## src/rtl/router_fifo_if.sv

```systemverilog
// router_fifo_if: write/read handshake bundle between the router controller,
// the destination port and one router_fifo instance.
// The optional fifo_err signal exists only when ROUTER_FIFO_ERR_EN is defined.
interface router_fifo_if #(
  parameter int WIDTH = 8
);
  logic             soft_reset;
  logic             write_enb;
  logic             read_enb;
  logic             lfd_state;
  logic [WIDTH-1:0] data_in;
  logic [WIDTH-1:0] data_out;
  logic             full;
  logic             empty;
  logic             pkt_end;
`ifdef ROUTER_FIFO_ERR_EN
  logic             fifo_err;
`endif

  // Controller / destination side
  modport master (
    output soft_reset, write_enb, read_enb, lfd_state, data_in,
`ifdef ROUTER_FIFO_ERR_EN
    input  fifo_err,
`endif
    input  data_out, full, empty, pkt_end
  );

  // FIFO side
  modport slave (
    input  soft_reset, write_enb, read_enb, lfd_state, data_in,
`ifdef ROUTER_FIFO_ERR_EN
    output fifo_err,
`endif
    output data_out, full, empty, pkt_end
  );
endinterface

```

## src/rtl/router_fifo.sv

```systemverilog
// router_fifo: per-output-port packet buffer of the 1x3 router.
// Stores {header marker, byte} words; the read side tracks packet length from
// the header and pulses pkt_end with the parity byte.
// Optional feature macro: ROUTER_FIFO_ERR_EN (adds the sticky fifo_err flag).
module router_fifo #(
  parameter int DEPTH = 16,
  parameter int WIDTH = 8
) (
  input logic          clock,
  input logic          reset,
  router_fifo_if.slave bus
);
  localparam int AW = $clog2(DEPTH);

  logic [WIDTH:0]   r_mem [DEPTH];
  logic [AW:0]      r_wr_ptr;
  logic [AW:0]      r_rd_ptr;
  logic [6:0]       r_pkt_cnt;
  logic [WIDTH-1:0] r_data_out;
  logic             r_pkt_end;

  logic             w_full;
  logic             w_empty;
  logic             w_wr;
  logic             w_rd;
  logic             w_clear;
  logic [WIDTH:0]   w_rd_word;
  logic             w_rd_marker;
  logic [WIDTH-1:0] w_rd_byte;
  logic [6:0]       w_hdr_len;

  // Flags come only from the registered pointers
  assign w_full  = (r_wr_ptr[AW] != r_rd_ptr[AW]) &&
                   (r_wr_ptr[AW-1:0] == r_rd_ptr[AW-1:0]);
  assign w_empty = (r_wr_ptr == r_rd_ptr);

  assign w_clear = reset || bus.soft_reset;
  assign w_wr    = bus.write_enb && !w_full;
  assign w_rd    = bus.read_enb && !w_empty;

  assign w_rd_word   = r_mem[r_rd_ptr[AW-1:0]];
  assign w_rd_marker = w_rd_word[WIDTH];
  assign w_rd_byte   = w_rd_word[WIDTH-1:0];
  // Header carries payload length in bits [WIDTH-1:2]; +1 accounts for parity
  assign w_hdr_len   = 7'(w_rd_byte[WIDTH-1:2]) + 7'd1;

  // Storage array: flushed words are not erased, only made unreachable
  always_ff @(posedge clock) begin
    if (w_wr && !w_clear) begin
      r_mem[r_wr_ptr[AW-1:0]] <= {bus.lfd_state, bus.data_in};
    end
  end

  // Write and read pointers, wrapping through the extra MSB
  always_ff @(posedge clock) begin
    if (w_clear) begin
      r_wr_ptr <= '0;
      r_rd_ptr <= '0;
    end else begin
      if (w_wr) r_wr_ptr <= r_wr_ptr + 1'b1;
      if (w_rd) r_rd_ptr <= r_rd_ptr + 1'b1;
    end
  end

  // Read data, packet length tracking and end-of-packet pulse
  always_ff @(posedge clock) begin
    if (w_clear) begin
      r_data_out <= '0;
      r_pkt_cnt  <= '0;
      r_pkt_end  <= 1'b0;
    end else begin
      r_pkt_end <= 1'b0;
      if (w_rd) begin
        r_data_out <= w_rd_byte;
        if (w_rd_marker) begin
          r_pkt_cnt <= w_hdr_len;
        end else if (r_pkt_cnt != 7'd0) begin
          // A stray byte (count already zero) passes through untouched
          r_pkt_cnt <= r_pkt_cnt - 7'd1;
          if (r_pkt_cnt == 7'd1) r_pkt_end <= 1'b1;
        end
      end else if (r_pkt_end) begin
        // Parity byte is shown for one cycle only when no read follows it
        r_data_out <= '0;
      end
    end
  end

  assign bus.data_out = r_data_out;
  assign bus.full     = w_full;
  assign bus.empty    = w_empty;
  assign bus.pkt_end  = r_pkt_end;

`ifdef ROUTER_FIFO_ERR_EN
  logic r_fifo_err;

  // Sticky flag for dropped accesses; a write while full is not an error
  // when a read frees an entry in the same cycle
  always_ff @(posedge clock) begin
    if (w_clear) begin
      r_fifo_err <= 1'b0;
    end else if ((bus.write_enb && w_full && !bus.read_enb) ||
                 (bus.read_enb && w_empty)) begin
      r_fifo_err <= 1'b1;
    end
  end

  assign bus.fifo_err = r_fifo_err;
`endif
endmodule
```

## src/flat_wrapper.sv

```systemverilog
// flat-port wrapper written by rule: the top's interface ports become plain ports
module router_fifo_flat 
#(
  parameter int DEPTH = 16,
  parameter int WIDTH = 8
)
  (clock, reset, bus_soft_reset, bus_write_enb, bus_read_enb, bus_lfd_state, bus_data_in, bus_data_out, bus_full, bus_empty, bus_pkt_end);
  router_fifo_if #(.WIDTH(WIDTH)) bus_i ();
  input logic clock;
  input logic reset;
  input wire logic [$bits(bus_i.soft_reset)-1:0] bus_soft_reset;
  input wire logic [$bits(bus_i.write_enb)-1:0] bus_write_enb;
  input wire logic [$bits(bus_i.read_enb)-1:0] bus_read_enb;
  input wire logic [$bits(bus_i.lfd_state)-1:0] bus_lfd_state;
  input wire logic [$bits(bus_i.data_in)-1:0] bus_data_in;
  output wire logic [$bits(bus_i.data_out)-1:0] bus_data_out;
  output wire logic [$bits(bus_i.full)-1:0] bus_full;
  output wire logic [$bits(bus_i.empty)-1:0] bus_empty;
  output wire logic [$bits(bus_i.pkt_end)-1:0] bus_pkt_end;
  assign bus_i.soft_reset = bus_soft_reset;
  assign bus_i.write_enb = bus_write_enb;
  assign bus_i.read_enb = bus_read_enb;
  assign bus_i.lfd_state = bus_lfd_state;
  assign bus_i.data_in = bus_data_in;
  assign bus_data_out = bus_i.data_out;
  assign bus_full = bus_i.full;
  assign bus_empty = bus_i.empty;
  assign bus_pkt_end = bus_i.pkt_end;
  router_fifo #(.DEPTH(DEPTH), .WIDTH(WIDTH)) u_core (.clock(clock), .reset(reset), .bus(bus_i));
endmodule
```

## config.mk

```make
export PLATFORM = sky130hd
export DESIGN_NAME = router_fifo_flat
export DESIGN_NICKNAME = d
export VERILOG_FILES = /design/src/rtl/router_fifo_if.sv /design/src/rtl/router_fifo.sv /design/src/flat_wrapper.sv
export SDC_FILE = /design/constraint.sdc
export NUM_CORES = 1
export LEC_CHECK = 0
export CAP_MARGIN = 20
export CORE_MARGIN = 5
export CORE_UTILIZATION = 48
export CTS_CLUSTER_DIAMETER = 120
export DETAILED_ROUTE_END_ITERATION = 8
export PLACE_DENSITY = 0.73
export SETUP_SLACK_MARGIN = 0.2
export SYNTH_ARGS = -nofsm -noshare
export SYNTH_HDL_FRONTEND = slang
export SYNTH_SLANG_ARGS = --single-unit
export TNS_END_PERCENT = 10
```

## constraint.sdc

```tcl
create_clock -name clock -period 3.7 [get_ports clock]
set_clock_uncertainty 0.2 [all_clocks]
set_input_delay 0.74 -clock clock [delete_from_list [all_inputs] [get_ports clock]]
set_output_delay 0.74 -clock clock [all_outputs]
set_load 0.02 [all_outputs]
```

==> run_results.csv <==
group,metric,value,unit
yosys,ys_ff_latch,174,
sta,finalCritPeriodShare,0.833,
yosys,synth_simple_gate_area_frac,0.0727,
yosys,synth_warnings,0,
critical_path,crit_type,"reg -> out",
sta,final.setup.tns,0,ns
sta,fin_crit,3.08,ns
sta,rsz0062_at_grt,"false",
critical_path,end_kind,"output pin",
detailed_routing,drc,0,
finish,finalNetCount,492,
sta,fmax,324,MHz
clocking,clk_latency,0.42,ns
yosys,seq_area_frac_synth,0.701,
pwr,cellPowerDensity,515,nW/um^2
worst_hold_path,min_path_type,"reg -> reg",
clocking,cts_buffer_depth,2,
clocking,cts_hold_buf,0,
floorplan,die-area,17100,um^2
clocking,cts.clk_slew.worst_paths,0.06,ns
yosys,synth-edff-count,144,
critical_path,critPathMaxStageDelay,0.62,ns
floorplan,rows,44,
clocking,h-tree-depth,4,
clocking,cts_resized,0,
finish,syn_to_final_growth,17.5,%
detailed_routing,num_vias,3913,
floorplan,core_area,14400,um^2
critical_path,critical_path_buf_inv_count,1,
clocking,cts_setup_buffers,0,
pwr,p_leak,0.00261,uW
yosys,synthXorXnorAreaFrac,0.0200,
detailed_routing,first_pass_iters,5,
critical_path,crit_fanout,10,
global_route,grt_pass1_vias,3919,
place,hpwl,9.38,mm
detailed_routing,avgViaCountPerCell,5.87,
critical_path,cp_top_family,"buffers and inverters",
global_route,track_usage,0.185,
yosys,synthAdderAreaFrac,0.0143,
yosys,synth_top_family_by_area,"multiplexers",
place,gp_congestion,0.778,
sta,drv_slew,0,
critical_path,startpoint,"u_core.r_wr_ptr[3]",
floorplan,ios,25,
floorplan,die_h,131,um
place,dpl.cell_count,635,
clocking,clock_sinks,174,
clocking,cts_tree,"built",
floorplan,start_util,0.487,
floorplan,die_w,131,um
global_route,antenna_found_initial,0,
global_route,grt_pass1_wl,22.9,mm
yosys,synth_nets,444,
critical_path,start_kind,"register",
flow_run,max_cap_viol_count,0,
detailed_routing,wire_per_inst,21.9,um
global_route,grt_start_max_net_pins,25,
place,port_buffers,24,
finish,instances_no_fill,667,
sta,worst_pin_slew,0.758,ns
global_route,grt_overflow,0,
sta,slew_headroom,0.494,
worst_hold_path,min_from,"u_core.bus.data_out[7]",
yosys,synthMuxAreaShare,0.128,
finish,drive_above_1_share,0.205,
yosys,ys.flop_type,"edfxtp_1",
outcome,status,"finished, final reports clean",
yosys,netlist_instances,422,
pwr,peakVddDrop,0.000334,V
detailed_routing,drtIter0Drc,325,
sta,hold_viol,0,
finish,antenna_cells,0,
yosys,synth_area,7020,um^2
yosys,async_reset_ff_frac,0,
critical_path,required,2.76,ns
clocking,cts_buffers,17,
yosys,synth_area_per_cell,16.6,um^2
yosys,synth_compound_area_frac,0.0444,
critical_path,critPathArrivalTime,2.14,ns
detailed_routing,ant_nets,0,
critical_path,cp_slowest_cell,"clkdlybuf4s50_1",
detailed_routing,wirelength,14.6,mm
sta,fin_hold_ws,0.295,ns
sta,setup_viol,0,
critical_path,crit_chain,"xnor2_1 > nand4_1 > nor2_1 > clkdlybuf4s50_1",
clocking,cts_root_buffer,"clkbuf_16",
yosys,ys_types,42,
-- registers in the layout (all words and copies together) (netlist names), named ones only --
signal	count
u_core.r_mem	144
u_core.r_rd_ptr	5
u_core.bus.pkt_end	1
u_core.r_pkt_cnt	7
u_core.r_wr_ptr	5
u_core.bus.data_out	8
-- synth_stat cells, types with 8 or more instances --
library cell  number  area share
a21oi_1           18       0.013
a22oi_1           12       0.013
clkbuf_1           8      0.0043
dfxtp_1           30       0.086
edfxtp_1         144        0.62
ha_1               8       0.014
mux4_2            39        0.13
nand2_1           25       0.013
nand3_1           10      0.0071
nand3b_1           8      0.0086
nand4_1            8      0.0071
nor2_1            34       0.018
xnor2_1            8       0.010
xor2_1             8       0.010
-- worst paths after layout --
check                           slack [ns]  cells past startpoint                endpoint
worst min register to register        0.30                      2  u_core.bus.data_out[7]
worst max-delay path                  0.62                      4                bus_full
worst min-delay path                  0.30                      2  u_core.bus.data_out[7]
worst max register to register        0.85                      7     u_core.r_pkt_cnt[4]
-- metrics by stage --
stage	total power [uW]	utilization	instance area [um^2]	setup WS, ns
after floorplan	2240	-	7020	1.13
after global placement	2290	0.526	7580	0.781
after detailed placement	2300	0.526	7580	0.798
after CTS	4280	0.572	8250	0.603
after global routing	4380	0.572	8250	0.470
final	4250	0.572	8250	0.617
-- worst min-delay path: stages, from the launching register on --
cell	delay (ns)
dfxtp_1	0.32
nand3b_1	0.08
a21oi_1	0.06
-- cell usage in the layout, fill, tap and decap left out, types with 10 or more instances in the layout --
| master | n |
|---|---|
| nor2_1 | 34 |
| nand2_1 | 25 |
| buf_4 | 27 |
| mux4_2 | 39 |
| a22oi_1 | 12 |
| dfxtp_1 | 29 |
| edfxtp_1 | 144 |
| a21oi_1 | 18 |
| clkdlybuf4s50_1 | 24 |
| nand3_1 | 10 |
| clkbuf_16 | 17 |
-- power by group --
group / leakage [uW] / internal, uW / switching [uW] / total [uW]
sequential: 0.00154 / 2130 / 6.97 / 2130
clock: 0.000316 / 1270 / 725 / 1990
combinational: 0.000759 / 49.4 / 73.2 / 123
-- routing by layer --
metal	vias to the layer above	track usage	routed length (um)
met5	-	0	0
met4	0	0.0732	325
met3	21	0.0394	932
met2	151	0.291	7170
met1	1993	0.253	6180
li1	1748	-	-
-- cell families (layout without fill, tap and decap cells) --
| logic type | after synthesis | after routing |
|---|---|---|
| buffers and inverters | 28 | 89 |
| XOR/XNOR | 16 | 16 |
| multiplexers | 41 | 41 |
| adder cells (fa/ha/maj) | 8 | 8 |
| flip-flops | 174 | 174 |
| AND/OR/NAND/NOR | 106 | 106 |
| AO/OA/AOI/OAI | 49 | 49 |
-- area by class of cell --
| class | count | area, um^2 |
|---|---|---|
| clock buffers | 18 | 429 |
| clock inverters | 14 | 238 |
| fillers | 1101 | 6170 |
| inverters | 6 | 22.5 |
| multi-input cells | 220 | 1960 |
| flip-flops and latches | 174 | 4930 |
| well taps | 184 | 230 |
| repair buffers | 51 | 443 |
Power figures use the tool's default switching activity.
